$ cat config.mk
export PLATFORM = sky130hd
export DESIGN_NAME = core_sequencer_flat
export DESIGN_NICKNAME = d
export VERILOG_FILES = /design/src/rtl/core_pkg.sv /design/src/rtl/core_sequencer_if.sv /design/src/rtl/core_sequencer_pc_next.sv /design/src/rtl/core_sequencer.sv /design/src/flat_wrapper.sv
export SDC_FILE = /design/constraint.sdc
export NUM_CORES = 1
export LEC_CHECK = 0
export ABC_AREA = 1
export BUFFER_PORTS_ARGS = -buffer_cell sky130_fd_sc_hd__buf_2
export CORE_UTILIZATION = 40
export DETAILED_ROUTE_END_ITERATION = 8
export PLACE_DENSITY = 0.72
export SETUP_SLACK_MARGIN = 0.15
export SYNTH_ARGS = -nofsm -noshare
export SYNTH_HDL_FRONTEND = slang
export SYNTH_HIERARCHICAL = 1
export SYNTH_SLANG_ARGS = --single-unit
$ cat constraint.sdc
create_clock -name clk -period 2.6 [get_ports clk]
set_clock_uncertainty 0.05 [all_clocks]
set_input_delay 0.39 -clock clk [delete_from_list [all_inputs] [get_ports clk]]
set_output_delay 0.39 -clock clk [all_outputs]
set_load 0.01 [all_outputs]
$ cat src/rtl/core_pkg.sv
// Shared types and constants for the multi-cycle control sequencer.
package core_pkg;

  localparam int unsigned CNT_W  = 16;
  localparam int unsigned WAIT_W = 4;

  localparam logic [8:0] HALT_CODE_DEF = 9'h1FF;

  typedef enum logic [2:0] {
    ST_IDLE  = 3'd0,
    ST_FETCH = 3'd1,
    ST_EXEC  = 3'd2,
    ST_MEM   = 3'd3,
    ST_WB    = 3'd4,
    ST_DONE  = 3'd5
  } state_t;

endpackage

$ cat src/rtl/core_sequencer_if.sv
// Harness/ROM/decoder-facing bundle of the sequencer: run handshake, PC/IR and strobes.
interface core_sequencer_if #(
  parameter int unsigned D = 12,
  parameter int unsigned W = 9
);
  import core_pkg::*;

  logic             req;
  logic             done;
  logic             timeout;
  logic [D-1:0]     prog_ctr;
  logic [W-1:0]     instr_in;
  logic [W-1:0]     ir;
  logic             reg_we_req;
  logic             mem_we_req;
  logic             mem_rd_req;
  logic             abs_jump;
  logic             rel_jump;
  logic [D-1:0]     target;
  logic             reg_wr_en;
  logic             mem_wr_en;
  logic [2:0]       state;
  logic [CNT_W-1:0] instr_cnt;

  modport master (
    output req, instr_in, reg_we_req, mem_we_req, mem_rd_req,
           abs_jump, rel_jump, target,
    input  done, timeout, prog_ctr, ir, reg_wr_en, mem_wr_en, state, instr_cnt
  );

  modport slave (
    input  req, instr_in, reg_we_req, mem_we_req, mem_rd_req,
           abs_jump, rel_jump, target,
    output done, timeout, prog_ctr, ir, reg_wr_en, mem_wr_en, state, instr_cnt
  );

endinterface

$ cat src/rtl/core_sequencer_pc_next.sv
// Combinational next-PC select: absolute jump beats relative jump beats sequential step.
module pc_next #(
  parameter int unsigned D = 12
) (
  input  logic [D-1:0] prog_ctr_i,
  input  logic [D-1:0] target_i,
  input  logic         abs_jump_i,
  input  logic         rel_jump_i,
  output logic [D-1:0] next_pc_c_o
);

  // Relative target is a signed D-bit offset; plain D-bit addition wraps modulo 2^D.
  always_comb begin
    next_pc_c_o = prog_ctr_i + D'(1);
    if (abs_jump_i) begin
      next_pc_c_o = target_i;
    end else if (rel_jump_i) begin
      next_pc_c_o = prog_ctr_i + target_i;
    end
  end

endmodule

$ cat src/rtl/core_sequencer.sv
// Multi-cycle FETCH/EXEC/MEM/WB sequencer with four-phase run handshake,
// configurable memory wait states and an instruction-count watchdog.
module core_sequencer
  import core_pkg::*;
#(
  parameter int unsigned    D         = 12,
  parameter int unsigned    W         = 9,
  parameter logic [D-1:0]   START_PC  = '0,
  parameter logic [W-1:0]   HALT_CODE = W'(HALT_CODE_DEF),
  parameter int unsigned    MEM_LAT   = 1,
  parameter int unsigned    MAX_CYC   = 4095
) (
  input  logic            clk,
  input  logic            reset,
  core_sequencer_if.slave bus
);

  state_t            state_q;
  logic [D-1:0]      pc_q;
  logic [D-1:0]      pc_d;
  logic [W-1:0]      ir_q;
  logic              done_q;
  logic              timeout_q;
  logic              reg_wr_en_q;
  logic              mem_wr_en_q;
  logic [CNT_W-1:0]  cnt_q;
  logic [CNT_W-1:0]  cnt_inc_c;
  logic [WAIT_W-1:0] wait_q;
  logic              is_mem_c;

  pc_next #(.D(D)) u_pc_next (
    .prog_ctr_i  (pc_q),
    .target_i    (bus.target),
    .abs_jump_i  (bus.abs_jump),
    .rel_jump_i  (bus.rel_jump),
    .next_pc_c_o (pc_d)
  );

  assign cnt_inc_c = (cnt_q == {CNT_W{1'b1}}) ? cnt_q : cnt_q + CNT_W'(1);
  assign is_mem_c  = bus.mem_we_req | bus.mem_rd_req;

  always_ff @(posedge clk or negedge reset) begin
    if (!reset) begin
      state_q     <= ST_IDLE;
      pc_q        <= START_PC;
      ir_q        <= '0;
      done_q      <= 1'b0;
      timeout_q   <= 1'b0;
      reg_wr_en_q <= 1'b0;
      mem_wr_en_q <= 1'b0;
      cnt_q       <= '0;
      wait_q      <= '0;
    end else begin
      unique case (state_q)
        ST_IDLE: begin
          done_q <= 1'b0;
          if (bus.req) begin
            state_q   <= ST_FETCH;
            pc_q      <= START_PC;
            cnt_q     <= '0;
            timeout_q <= 1'b0;
          end
        end
        ST_FETCH: begin
          ir_q    <= bus.instr_in;
          state_q <= ST_EXEC;
        end
        ST_EXEC: begin
          if (ir_q == HALT_CODE) begin
            state_q <= ST_DONE;
            done_q  <= 1'b1;
          end else if (is_mem_c) begin
            state_q     <= ST_MEM;
            wait_q      <= WAIT_W'(MEM_LAT);
            mem_wr_en_q <= bus.mem_we_req;
          end else begin
            state_q     <= ST_WB;
            reg_wr_en_q <= bus.reg_we_req;
          end
        end
        // Write strobe is a single pulse on the first MEM cycle.
        ST_MEM: begin
          mem_wr_en_q <= 1'b0;
          if (wait_q == '0) begin
            state_q     <= ST_WB;
            reg_wr_en_q <= bus.reg_we_req;
          end else begin
            wait_q <= wait_q - WAIT_W'(1);
          end
        end
        ST_WB: begin
          reg_wr_en_q <= 1'b0;
          pc_q        <= pc_d;
          cnt_q       <= cnt_inc_c;
          if (cnt_inc_c == CNT_W'(MAX_CYC)) begin
            state_q   <= ST_DONE;
            done_q    <= 1'b1;
            timeout_q <= 1'b1;
          end else begin
            state_q <= ST_FETCH;
          end
        end
        ST_DONE: begin
          if (!bus.req) begin
            state_q <= ST_IDLE;
            done_q  <= 1'b0;
          end
        end
        default: state_q <= ST_IDLE;
      endcase
    end
  end

  assign bus.done      = done_q;
  assign bus.timeout   = timeout_q;
  assign bus.prog_ctr  = pc_q;
  assign bus.ir        = ir_q;
  assign bus.reg_wr_en = reg_wr_en_q;
  assign bus.mem_wr_en = mem_wr_en_q;
  assign bus.state     = state_q;
  assign bus.instr_cnt = cnt_q;

endmodule

$ cat src/flat_wrapper.sv
// flat-port wrapper written by rule: the top's interface ports become plain ports
module core_sequencer_flat import core_pkg::*;
#(
  parameter int unsigned    D         = 12,
  parameter int unsigned    W         = 9,
  parameter logic [D-1:0]   START_PC  = '0,
  parameter logic [W-1:0]   HALT_CODE = W'(HALT_CODE_DEF),
  parameter int unsigned    MEM_LAT   = 1,
  parameter int unsigned    MAX_CYC   = 4095
)
  (clk, reset, bus_req, bus_instr_in, bus_reg_we_req, bus_mem_we_req, bus_mem_rd_req, bus_abs_jump, bus_rel_jump, bus_target, bus_done, bus_timeout, bus_prog_ctr, bus_ir, bus_reg_wr_en, bus_mem_wr_en, bus_state, bus_instr_cnt);
  core_sequencer_if #(.D(D), .W(W)) bus_i ();
  input  logic clk;
  input  logic reset;
  input wire logic [$bits(bus_i.req)-1:0] bus_req;
  input wire logic [$bits(bus_i.instr_in)-1:0] bus_instr_in;
  input wire logic [$bits(bus_i.reg_we_req)-1:0] bus_reg_we_req;
  input wire logic [$bits(bus_i.mem_we_req)-1:0] bus_mem_we_req;
  input wire logic [$bits(bus_i.mem_rd_req)-1:0] bus_mem_rd_req;
  input wire logic [$bits(bus_i.abs_jump)-1:0] bus_abs_jump;
  input wire logic [$bits(bus_i.rel_jump)-1:0] bus_rel_jump;
  input wire logic [$bits(bus_i.target)-1:0] bus_target;
  output wire logic [$bits(bus_i.done)-1:0] bus_done;
  output wire logic [$bits(bus_i.timeout)-1:0] bus_timeout;
  output wire logic [$bits(bus_i.prog_ctr)-1:0] bus_prog_ctr;
  output wire logic [$bits(bus_i.ir)-1:0] bus_ir;
  output wire logic [$bits(bus_i.reg_wr_en)-1:0] bus_reg_wr_en;
  output wire logic [$bits(bus_i.mem_wr_en)-1:0] bus_mem_wr_en;
  output wire logic [$bits(bus_i.state)-1:0] bus_state;
  output wire logic [$bits(bus_i.instr_cnt)-1:0] bus_instr_cnt;
  assign bus_i.req = bus_req;
  assign bus_i.instr_in = bus_instr_in;
  assign bus_i.reg_we_req = bus_reg_we_req;
  assign bus_i.mem_we_req = bus_mem_we_req;
  assign bus_i.mem_rd_req = bus_mem_rd_req;
  assign bus_i.abs_jump = bus_abs_jump;
  assign bus_i.rel_jump = bus_rel_jump;
  assign bus_i.target = bus_target;
  assign bus_done = bus_i.done;
  assign bus_timeout = bus_i.timeout;
  assign bus_prog_ctr = bus_i.prog_ctr;
  assign bus_ir = bus_i.ir;
  assign bus_reg_wr_en = bus_i.reg_wr_en;
  assign bus_mem_wr_en = bus_i.mem_wr_en;
  assign bus_state = bus_i.state;
  assign bus_instr_cnt = bus_i.instr_cnt;
  core_sequencer #(.D(D), .W(W), .START_PC(START_PC), .HALT_CODE(HALT_CODE), .MEM_LAT(MEM_LAT), .MAX_CYC(MAX_CYC)) u_core (.clk(clk), .reset(reset), .bus(bus_i));
endmodule
* Word level (Yosys, flattened, before mapping) *
Cells that the tools add are included.

cells by class
  add/sub/neg operators = 4
  multipliers = 0
  div/mod/pow operators = 0
  $lt $le $gt $ge = 0
  equal/unequal tests = 17
  shifts and indexed selects = 0
  mux-type cells = 31
  bitwise logic cells = 1
  reduce and logical (&&, ||, !) cells = 13

operators with widths
  operator                 number
  $mux W12                 3
  $mux W16                 2
  $pmux W16 S2             1
  $pmux W12 S2             1
  $mux W3                  6
  $pmux W3 S6              1
  $add A16 B1 Y16 const B  1
  $eq A16 B12 Y1 const B   1
  $eq A16 B16 Y1 const B   1
  $add A12 B1 Y12 const B  1
  $add A12 B12 Y12         1
  $mux W4                  3
  $reduce_and A4 Y1        3
  $ne A2 B2 Y1 const B     5
  $eq A9 B9 Y1 const B     1
  $mux W1                  9
  $reduce_and A3 Y1        3
  $ne A2 B1 Y1 const B     4
  $pmux W4 S2              1
  $eq A3 B2 Y1 const B     2
  $eq A3 B3 Y1 const B     2
  $logic_not A4 Y1         1
  $pmux W1 S2              2
  $pmux W1 S4              1
  other kinds (9)          10

word-level totals
  register bits after elaboration = 48
  bits in latches = 0
  memory bits (writable) = 0
  ROM bits = 0
  output and inout bits = 44
  logic and storage cells = 75
  memories = 0

* Logic depth before layout (Yosys ltp) *
Gate-level depths: netlist (run 1).

  word-level depth = 5
  depth in mapped cells = 15

* Cells and area by module *
The synthesis (run 1) kept the hierarchy.

modules (own cells, without submodules)
  module          times used  cells an instance  area each (µm²)
  core_sequencer  1           350                2681.3
  pc_next         1           175                857.1

* Worst setup path before layout (run 1) *
Ideal clock, no wire load.

  kind = input-to-reg
  start = input port bus_rel_jump
  end = register u_core.pc_q[8], in the netlist u_core/bus.prog_ctr[8]
  library setup time = 0.130 ns
  data arrival time = 1.868 ns
  required time = 2.420 ns
  slack = 0.552 ns
  stages on the path = 15
  buffers on the path = 1
  cell sequence = clkbuf_1 -> nand2_1 -> ha_1 -> inv_1 -> fa_1 -> inv_1 -> nand3_1 -> nand3_2 -> nand2_2 -> nand3_1 -> nand2_1 -> nor2_1 -> nor2_1 -> nand2_1 -> o21ai_0

on the way
  longest elaborated chain between the ends = 3

ends and longest elaborated chain
  what                    line                          source
  start: declaration      flat_wrapper.sv:21            input wire logic [$bits(bus_i.rel_jump)-1:0] bus_rel_jump;
  $mux W12                core_sequencer_pc_next.sv:17  end else if (rel_jump_i) begin
  $mux W12                core_sequencer_pc_next.sv:15  if (abs_jump_i) begin
  net u_core.pc_d[8]      core_sequencer.sv:20          logic [D-1:0] pc_d;
  $pmux W12 S2            core_sequencer.sv:54          unique case (state_q)
  end signal: assignment  core_sequencer.sv:93          pc_q <= pc_d;
  end: declaration        core_sequencer.sv:19          logic [D-1:0] pc_q;

The timed path passes the listed nets, and every way through them passes these cells.
A chain may end at the register's enable or synchronous reset.

* Worst setup path after layout (run 1) *
  start = register u_core.cnt_q[1], in the netlist u_core/bus.instr_cnt[1]
  end = register u_core.done_q, in the netlist u_core/bus.done

on the way
  longest elaborated chain between the ends = 5
  elaborated cells between the ends (all ways) = 6
  classes of those cells = add/sub: 1; eq/ne: 3; mux: 1; reduce/logical: 1

ends and longest elaborated chain
  what                                               line                   source
  start: declaration                                 core_sequencer.sv:26   logic [CNT_W-1:0] cnt_q;
  start signal: assignment                           core_sequencer.sv:94   cnt_q <= cnt_inc_c;
  $add A16 B1 Y16 or $eq A16 B16 Y1 (tied branches)  core_sequencer.sv:39   assign cnt_inc_c = (cnt_q == {CNT_W{1'b1}}) ? cnt_q : cnt_q + CNT_W'(1);
  $mux W16 (*)                                       core_sequencer.sv:39
  $eq A16 B12 Y1 (*)                                 core_sequencer.sv:95   if (cnt_inc_c == CNT_W'(MAX_CYC)) begin
  $ne A2 B1 Y1 (no line) (*)                         -
  $reduce_and A4 Y1 (no line) (*)                    -
  end signal: assignment                             core_sequencer.sv:47   done_q <= 1'b0;
  end signal: assignment                             core_sequencer.sv:97   done_q <= 1'b1;
  end signal: assignment                             core_sequencer.sv:106  done_q <= 1'b0;
  end: declaration                                   core_sequencer.sv:22   logic done_q;

Every way passes the cells marked *; elsewhere a longest branch is shown, timed or not.

==> impl_metrics.py, run 1 <==
metrics = {
    "sta": {
        "worst_pin_slew_ps": 500,
        "fin_crit_ps": 2200,
        "setup_viol_count_final": 0,
        "slew_violations": 0,
        "max_freq_ghz": 0.454,
        "slew-limit-headroom_pct": 66.7,
        "setup_tns_ps": 0,
        "layout_setup_ws_ps": 397,
        "rsz0062_at_grt": "false",
        "hold_ws_ps": -7.90,
        "period_share_pct": 84.7,
        "hold_viol": 7,
    },
    "critical_path": {
        "rr_startpoint": "u_core/bus.instr_cnt[1]",
        "crit_required_ps": 2750,
        "start_kind": "register",
        "r2r-end": "u_core/bus.done",
        "crit_arrival_ps": 2350,
        "path_max_fanout": 6,
        "r2r_cells": 14,
        "critPathKind": "reg2reg",
        "r2r_slack_ps": 400,
        "timing.critical_path.to_type": "register",
    },
    "clocking": {
        "postCtsHoldBufs": 0,
        "cts_resized": 0,
        "cts_sinks": 48,
        "cts_buffers": 5,
        "insertion_delay_ps": 300,
        "postCtsSetupRepairBufs": 0,
        "clk_path_buf_depth": 2,
        "cts_root_buf": "clkbuf_8",
        "clkSlewWorstSetupHoldPaths_ps": 90,
        "h-tree-depth": 2,
        "cts_tree": "yes",
    },
    "routing": {
        "via_per_inst": 5.08,
        "routedWlPerCell_um": 12.6,
        "drt-total-wl_um": 8920,
        "antenna_left": 0,
        "drt-pass1-iter-count": 5,
        "drc_errors": 0,
        "first_iter_violations": 235,
        "vias": 3597,
    },
    "synthesis": {
        "synth_area_um2": 3540,
        "synth.distinct_cells": 38,
        "yosysWarnings": 6,
        "post_synth.cell_area_avg_um2": 6.74,
        "synth_fp_nets": 569,
        "synth_seq_cells": 48,
        "ys_seq_area_share_pct": 33.9,
        "synthCells": 525,
    },
    "floorplanning": {
        "die_w_um": 96.1,
        "core_area_um2": 8380,
        "die_h_um": 96.1,
        "start_util_pct": 42.2,
        "die_area_um2": 9230,
        "fp-row-count": 33,
        "boundaryPins": 73,
    },
    "power": {
        "power.density_nw_per_um2": 815,
        "power.total_w": 0.00337,
        "p_leak_nw": 2.25,
        "ir_drop_v": 0.000538,
    },
    "final_layout": {
        "nets": 646,
        "areaGrowthSynthToFinish_pct": 16.7,
        "drive_gt1_share_pct": 20.2,
        "final_cell_mix": "173 x nand2_1, 78 x inv_1, 72 x buf_2, 48 x dfrtp_1, 45 x nor2_1",
        "final_common_cell": "nand2_1",
        "fill_cells": 855,
        "diodes": 0,
    },
    "grt": {
        "busiest_layer": "met2",
        "grt.met1_usage_pct": 27.6,
        "overflow": 0,
        "gr-usage-met3_pct": 2.69,
        "antenna_found_initial": 0,
        "track_usage_pct": 20.1,
        "grt_pass1_wl_um": 14600,
        "grt_max_degree": 29,
        "use_met2_pct": 34.0,
        "grt_pass1_vias": 3275,
    },
    "placed_design": {
        "io_buffers": 72,
        "place_congestion": 0.899,
        "hpwlAfterDp_um": 6820,
        "place_ws_ps": 387,
    },
    "outcome": {
        "outcome": "finished with violations",
        "violations": "negative hold slack",
    },
    "flow_run": {
        "cap_violations": 0,
    },
    "worst_hold_path": {
        "min_path_type": "in2async",
    },
}
[state kept, by name, indices dropped and copies added, names as in the netlist]
| name | cells |
|---|---|
| u_core/bus.ir | 9 |
| u_core/bus.prog_ctr | 12 |
| u_core/bus.instr_cnt | 16 |
| u_core/bus.mem_wr_en | 1 |
| u_core/bus.done | 1 |
| u_core/wait_q | 4 |
| u_core/bus.reg_wr_en | 1 |
| u_core/bus.state | 3 |
| u_core/bus.timeout | 1 |
[synth_stat cells]
| master | instances | share of area [%] |
|---|---|---|
| a31oi_1 | 1 | 0.18 |
| o211ai_1 | 1 | 0.21 |
| o21ai_2 | 1 | 0.25 |
| o22ai_1 | 9 | 1.6 |
| clkbuf_1 | 5 | 0.53 |
| and2_1 | 1 | 0.18 |
| xnor2_1 | 2 | 0.50 |
| a21oi_1 | 15 | 2.1 |
| clkinv_1 | 1 | 0.11 |
| inv_1 | 78 | 8.3 |
| nor4_1 | 1 | 0.18 |
| o21bai_1 | 1 | 0.21 |
| a21oi_2 | 1 | 0.25 |
| nand3_1 | 32 | 4.5 |
| nor2_4 | 3 | 0.95 |
| nor2_8 | 1 | 0.57 |
| dfrtp_1 | 48 | 34 |
| fa_1 | 1 | 0.57 |
| nor2_2 | 7 | 1.2 |
| nor3_1 | 2 | 0.28 |
| o21ai_1 | 9 | 1.3 |
| o21ai_0 | 31 | 4.4 |
| ha_1 | 14 | 5.0 |
| or2_2 | 1 | 0.18 |
| mux2_2 | 9 | 2.9 |
| nand2_2 | 8 | 1.4 |
| nand3_2 | 2 | 0.57 |
| buf_6 | 1 | 0.32 |
| nand2_4 | 1 | 0.32 |
| nand4_1 | 11 | 1.9 |
| o2bb2ai_1 | 1 | 0.25 |
| nand2_1 | 173 | 18 |
| xor2_1 | 3 | 0.74 |
| nor2_1 | 45 | 4.8 |
| nor3_4 | 1 | 0.46 |
| inv_4 | 1 | 0.18 |
| inv_2 | 2 | 0.21 |
| or2_1 | 1 | 0.18 |
[how the worst max path moves through the flow]
stage / from / end
after floorplan: bus_rel_jump / u_core/bus.prog_ctr[8]
after global placement: bus_rel_jump / u_core/bus.prog_ctr[8]
after detailed placement: bus_rel_jump / u_core/bus.prog_ctr[6]
after CTS: u_core/bus.instr_cnt[1] / u_core/bus.done
after global routing: u_core/bus.instr_cnt[1] / u_core/bus.done
final: u_core/bus.instr_cnt[1] / u_core/bus.done
[routing by layer]
metal | vias up | routed length (um)
met3 | 6 | 484
li1 | 1831 | -
met5 | - | 0
met2 | 122 | 4220
met1 | 1638 | 4160
met4 | 0 | 55
[worst max-delay path: stages, from the launching register on]
cell and delay (ps):
dfrtp_1 430, ha_1 290, nand3_1 180, nor2_1 190, nand3_1 100, nand2_1 70
nand2_1 50, nor2_1 170, nand2_1 80, nor2_1 140, nand3_1 100, nand2_1 100
nand2_1 60, nand2_1 60, nand2_1 40
[logic make-up (layout without fill, tap and decap cells)]
kind of cell / after synthesis / in the layout / share of synthesized area (%)
simple gates: 290 / 290 / 36.1
buf+inv: 88 / 166 / 9.62
compound gates: 70 / 70 / 10.7
flops: 48 / 48 / 33.9
fa+ha+maj: 15 / 15 / 5.52
mux: 9 / 9 / 2.86
xor+xnor: 5 / 5 / 1.24
[power by group]
group | internal [W] | total [W] | leakage [nW] | switching (W)
Clock | 0.000217 | 0.000474 | 0.0445 | 0.000257
Combinational | 0.000665 | 0.00167 | 1.57 | 0.00101
Sequential | 0.000993 | 0.00122 | 0.630 | 0.000226
Total | 0.00187 | 0.00337 | 2.25 | 0.00149
[area by class of cell]
type / instances / area, um2 / share of cell area [%]
Sequential cell: 48 / 1200 / 29.1
Timing Repair Buffer: 76 / 390 / 9.46
Multi-Input combinational cell: 389 / 2000 / 48.5
Clock inverter: 1 / 7.51 / 0.182
Inverter: 82 / 310 / 7.52
Clock buffer: 7 / 86.3 / 2.09
Tap cell: 105 / 131 / 3.18
[through the flow]
step,instance area (um2),utilization (%),std cells
after detailed placement,4030,48.1,700
after global routing,4130,49.2,708
after floorplan,3540,-,525
after global placement,4030,48.1,700
final,4130,49.2,708
after CTS,4130,49.2,708
No activity file was read; power rests on OpenSTA's default activity.
==> inputs of run 2 (changes only) <==
Settings changed: PLACE_DENSITY 0.72 to 0.75.
Clock period 2.6 ns to 1.9 ns, I/O delays scaled along.
==> run 2 against run 1 <==
The run ends with negative setup slack left. Non-clock buffer count is 52 higher. Worst setup slack worse by 420 ps. Combinational power is 83% higher. Via count is 9.5% higher. Total power is 64% higher. Maximum frequency is 15% higher. Sequential share of layout area is 4.4 points lower. Count of clock-buffer cells in the layout is 2 lower. Cell area is 19% higher. Critical path depth stayed put. Largest cell class unchanged. Highest routed layer unchanged.
==> impl_metrics.py, run 2 (synthesis results as in run 1) <==
metrics = {
    "routing": {
        "first_iter_violations": 297,
        "drt-pass1-iter-count": 5,
        "routedWlPerCell_um": 13.8,
        "drc_errors": 0,
        "drt-total-wl_um": 10500,
        "vias": 3939,
        "antenna_left": 0,
        "via_per_inst": 5.18,
    },
    "final_layout": {
        "areaGrowthSynthToFinish_pct": 39.3,
        "diodes": 0,
        "largest_register_ffs": 16,
        "nets": 698,
        "final_common_cell": "nand2_1",
        "final_cell_mix": "160 x nand2_1, 71 x buf_2, 71 x inv_1, 53 x buf_4, 36 x dfrtp_1",
        "finalInstanceArea_um2": 4930,
        "drive_gt1_share_pct": 37.6,
        "post-route-util_pct": 58.8,
    },
    "clocking": {
        "cts_tree": "yes",
        "cts_buffers": 5,
        "clk_path_buf_depth": 2,
        "insertion_delay_ps": 310,
        "cts_root_buf": "clkbuf_8",
        "h-tree-depth": 2,
        "cts_sinks": 48,
        "clkSlewWorstSetupHoldPaths_ps": 90,
    },
    "worst_hold_path": {
        "min_path_type": "in2reg",
        "min_path_cells": 2,
    },
    "sta": {
        "slew_violations": 0,
        "max_freq_ghz": 0.521,
        "slew-limit-headroom_pct": 73.5,
        "fin_crit_ps": 1920,
        "hold_viol": 0,
        "period_share_pct": 101,
        "rsz0062_at_grt": "true",
        "setup_tns_ps": -19.6,
        "worst_pin_slew_ps": 397,
        "layout_setup_ws_ps": -19.6,
        "setup_viol_count_final": 1,
    },
    "critical_path": {
        "crit_arrival_ps": 2070,
        "cp_top_family": "simple AND/OR/NAND/NOR gates",
        "r2r-end": "u_core/bus.done",
        "r2r_slack_ps": -20,
        "critPathKind": "reg2reg",
        "critPathBufInv": 1,
        "cp.depth": 14,
        "crit_slowest_cell": "dfrtp_2",
        "crit_chain": "ha_4, nand2_4, nor2_4, nand2_4, buf_4, xor2_1, nand2_2, nand2_1, nor2_1, nand3_1, nand2_1, nand2_1, nand2_1, nand2_1",
        "rr_startpoint": "u_core/bus.instr_cnt[1]",
        "start_kind": "register",
        "crit_end": "u_core/bus.done",
        "cp_common_cell": "nand2_1",
        "timing.critical_path.to_type": "register",
        "crit_required_ps": 2050,
        "critPathMaxStageDelay_ps": 420,
        "r2r_cells": 14,
        "critPathLaunch": "u_core/bus.instr_cnt[1]",
        "path_max_fanout": 5,
    },
    "placed_design": {
        "place_ws_ps": -102,
        "hpwlAfterDp_um": 7120,
        "dpl_cell_area_um2": 4310,
        "io_buffers": 72,
        "place_congestion": 0.960,
    },
    "grt": {
        "grt_max_degree": 49,
        "track_usage_pct": 21.8,
        "grt_pass1_vias": 3631,
        "antenna_found_initial": 0,
        "grt_pass1_wl_um": 16000,
        "overflow": 0,
    },
    "floorplanning": {
        "start_util_pct": 42.2,
        "core_area_um2": 8380,
        "die_w_um": 96.1,
        "die_h_um": 96.1,
        "die_area_um2": 9230,
        "boundaryPins": 73,
        "fp-row-count": 33,
    },
    "outcome": {
        "outcome": "finished with violations",
        "violations": "negative setup slack",
    },
    "power": {
        "ir_drop_v": 0.000823,
        "power.density_nw_per_um2": 1120,
        "p_leak_nw": 2.56,
    },
    "flow_run": {
        "cap_violations": 0,
    },
}
## run 2: layout make-up
type,count,area (um2)
Clock buffer,5,68.8
Clock inverter,3,42.5
Fill cell,751,3450
Inverter,82,313
Multi-Input combinational cell,389,2350
Sequential cell,48,1220
Tap cell,105,131
Timing Repair Buffer,128,802
## run 2: timing repair
item	4_1_cts	5_1_grt
pin swaps	15	41
buffers inserted	8	15
gates resized for setup	10	72
setup endpoints to repair	9	14
hold buffers	1	0
hold endpoints to repair	48	0
## run 2: where the power goes
group | internal [W] | total [W] | switching [W]
clock network | 0.000390 | 0.000764 | 0.000374
logic | 0.00138 | 0.00305 | 0.00167
registers | 0.00137 | 0.00170 | 0.000328
total | 0.00314 | 0.00552 | 0.00238
## run 2: stage by stage
step,hold WS (ps),power [W],std cells
floorplan,-60.6,0.00329,525
global placement,242,0.00408,728
detailed placement,248,0.00417,728
CTS,149,0.00508,745
global route,137,0.00594,760
finish,154,0.00552,760
## run 2: worst min path at each step
stage / from / to
2_1_floorplan: reset / u_core/bus.done
3_3_place_gp: reset / u_core/bus.instr_cnt[14]
3_5_place_dp: reset / u_core/bus.instr_cnt[13]
4_1_cts: bus_instr_in[5] / u_core/bus.ir[5]
5_1_grt: bus_instr_in[5] / u_core/bus.ir[5]
6_report: bus_instr_in[5] / u_core/bus.ir[5]
## run 2: routing by layer
| metal | vias up | routed length (um) | track usage (%) |
|---|---|---|---|
| li1 | 1937 | - | - |
| met2 | 164 | 5260 | 38.4 |
| met4 | 0 | 179 | 4.60 |
| met1 | 1819 | 4430 | 28.2 |
| met3 | 19 | 585 | 3.32 |
| met5 | - | 0 | 0 |
==> inputs of run 3 (changes only) <==
Settings changed: CORE_ASPECT_RATIO set to 0.6.
==> run 3 against run 2 <==
The flow still finishes with violations (negative setup slack). Die area grew 0.13%. Maximum frequency is 0.74% higher. Count of clock-buffer cells in the layout increased by 1. First-iteration DRC count decreased by 1.3%. Combinational power is 1% higher. Sequential share of layout area down 1.1 points. Via count increased by 1.2%. Global-route usage up 2.7 points. Total power increased by 5.6%. Register-to-register slack hardly changed. Cell area increased by 4.3%. Final cell count up 3.2%.
==> impl_metrics.py, run 3 (synthesis results as in run 1) <==
metrics = {
    "outcome": {
        "outcome": "finished with violations",
        "violations": "negative setup slack",
    },
    "final_layout": {
        "largest_register_ffs": 16,
        "nets": 715,
        "areaGrowthSynthToFinish_pct": 45.3,
        "diodes": 0,
        "final_cell_mix": "161 x nand2_1, 74 x inv_1, 72 x buf_2, 66 x buf_4, 40 x dfrtp_1",
        "fill_cells": 777,
        "final_common_cell": "nand2_1",
        "finalInstanceArea_um2": 5140,
        "seqCellArea_um2": 1210,
        "drive_gt1_share_pct": 38.1,
        "multi_input_area_um2": 2360,
    },
    "clocking": {
        "cts_root_buf": "clkbuf_16",
        "h-tree-depth": 2,
        "insertion_delay_ps": 290,
        "cts_sinks": 48,
        "cts_buffers": 5,
        "cts_tree": "yes",
        "clk_path_buf_depth": 2,
        "clkSlewWorstSetupHoldPaths_ps": 70,
    },
    "critical_path": {
        "crit_arrival_ps": 2090,
        "timing.critical_path.to_type": "register",
        "start_kind": "register",
        "critPathKind": "reg2reg",
        "crit_required_ps": 2080,
        "path_max_fanout": 5,
    },
    "floorplanning": {
        "start_util_pct": 41.4,
        "core_area_um2": 8560,
        "fp-row-count": 26,
        "die_area_um2": 9240,
        "boundaryPins": 73,
        "die_h_um": 74.9,
        "die_w_um": 123,
    },
    "sta": {
        "hold_viol": 0,
        "worst_pin_slew_ps": 395,
        "layout_setup_ws_ps": -5.45,
        "rsz0062_at_grt": "true",
        "setup_viol_count_final": 1,
        "hold_ws_ps": 172,
        "setup_tns_ps": -5.45,
        "slew_violations": 0,
        "period_share_pct": 100,
        "max_freq_ghz": 0.525,
        "slew-limit-headroom_pct": 73.6,
        "fin_crit_ps": 1910,
    },
    "power": {
        "switching_share_pct": 41.7,
        "p_sw_w": 0.00243,
        "power.density_nw_per_um2": 1130,
        "p_leak_nw": 2.70,
        "ir_drop_v": 0.000771,
        "p_clk_share_pct": 17.6,
        "power.share.sequential_pct": 29.4,
        "intPower_w": 0.00340,
        "combPwrFrac_pct": 53.0,
    },
    "placed_design": {
        "place_congestion": 0.924,
        "dpl_cell_area_um2": 4500,
        "hpwlAfterDp_um": 8050,
        "place_ws_ps": -149,
        "io_buffers": 72,
    },
    "flow_run": {
        "cap_violations": 0,
    },
    "routing": {
        "drc_errors": 0,
        "antenna_left": 0,
        "routedWlPerCell_um": 14.5,
        "vias": 3987,
        "drt-total-wl_um": 11400,
        "via_per_inst": 5.09,
        "first_iter_violations": 293,
        "drt-pass1-iter-count": 5,
    },
    "worst_hold_path": {
        "min_path_type": "in2reg",
    },
    "grt": {
        "grt_max_degree": 49,
        "antenna_found_initial": 0,
        "grt_pass1_wl_um": 17200,
        "grt_pass1_vias": 3497,
        "overflow": 0,
        "track_usage_pct": 24.5,
    },
}
run 3: cell count changes in the layout (fill, tap and decap cells not counted), moves of 4 or more:
cell,before,now
dfrtp_2,12,8
clkbuf_8,5,0
clkbuf_16,0,5
o21ai_1,10,15
dfrtp_1,36,40
buf_4,53,66
run 3: per-stage QoR:
stage / std cells / utilization, % / total power, W
finish: 784 / 60.1 / 0.00583
global route: 784 / 60.1 / 0.00627
CTS: 771 / 56.0 / 0.00547
detailed placement: 757 / 52.6 / 0.00433
global placement: 757 / 52.6 / 0.00424
floorplan: 525 / - / 0.00329
run 3: power by group through the flow:
stage	registers, W	clock network, W	logic (W)
6_report	0.00171	0.00102	0.00309
3_5_place_dp	0.00169	0	0.00264
3_3_place_gp	0.00167	0	0.00257
5_1_grt	0.00176	0.00109	0.00341
4_1_cts	0.00168	0.00105	0.00275
2_1_floorplan	0.00179	0	0.00150
run 3: timing repair:
action                     4_1_cts  5_1_grt
setup endpoints to repair        9       18
cloned                           0        0
hold endpoints to repair        48        0
resized for setup               22       57
buffers inserted                 5       13
pin swaps                       13       25
hold buffers                     1        0
run 3: layer usage:
layer,track usage [%],vias up,wire (um)
li1,-,1966,-
met1,36.7,1853,5690
met2,35.3,158,4720
met3,5.98,10,926
met4,5.09,0,73
met5,0,-,0
run 3: path summary, 6_finish.rpt:
check | from | endpoint | slack [ps] | depth (start not counted)
setup reg to reg | u_core/bus.instr_cnt[0] | u_core/bus.state[2] | -5 | 12
hold reg to reg | u_core/bus.done | u_core/bus.done | 440 | 2
hold / removal | bus_instr_in[2] | u_core/bus.ir[2] | 170 | 2
min in group asynchronous | reset | u_core/bus.prog_ctr[2] | 470 | 3
setup / recovery | u_core/bus.instr_cnt[0] | u_core/bus.state[2] | -5 | 12
max in group asynchronous | reset | u_core/bus.state[0] | 1060 | 3
run 3: final cells by class:
class	instances	share of cell area, %
Multi-Input combinational cell	389	45.8
Sequential cell	48	23.6
Timing Repair Buffer	145	18.7
Inverter	82	6.04
Tap cell	112	2.73
Clock buffer	6	2.51
Clock inverter	2	0.681
run 3: worst max-delay path, stage by stage (launching register included):
cell and delay (ps):
dfrtp_2 440, ha_4 200, nand2_4 80, nor2_4 50
nand4_1 150, nand2_1 120, nor2_4 170, nand3_1 100
nor2_1 130, nand3_1 140, nand2_1 90, nand2_1 50
nand2_1 70
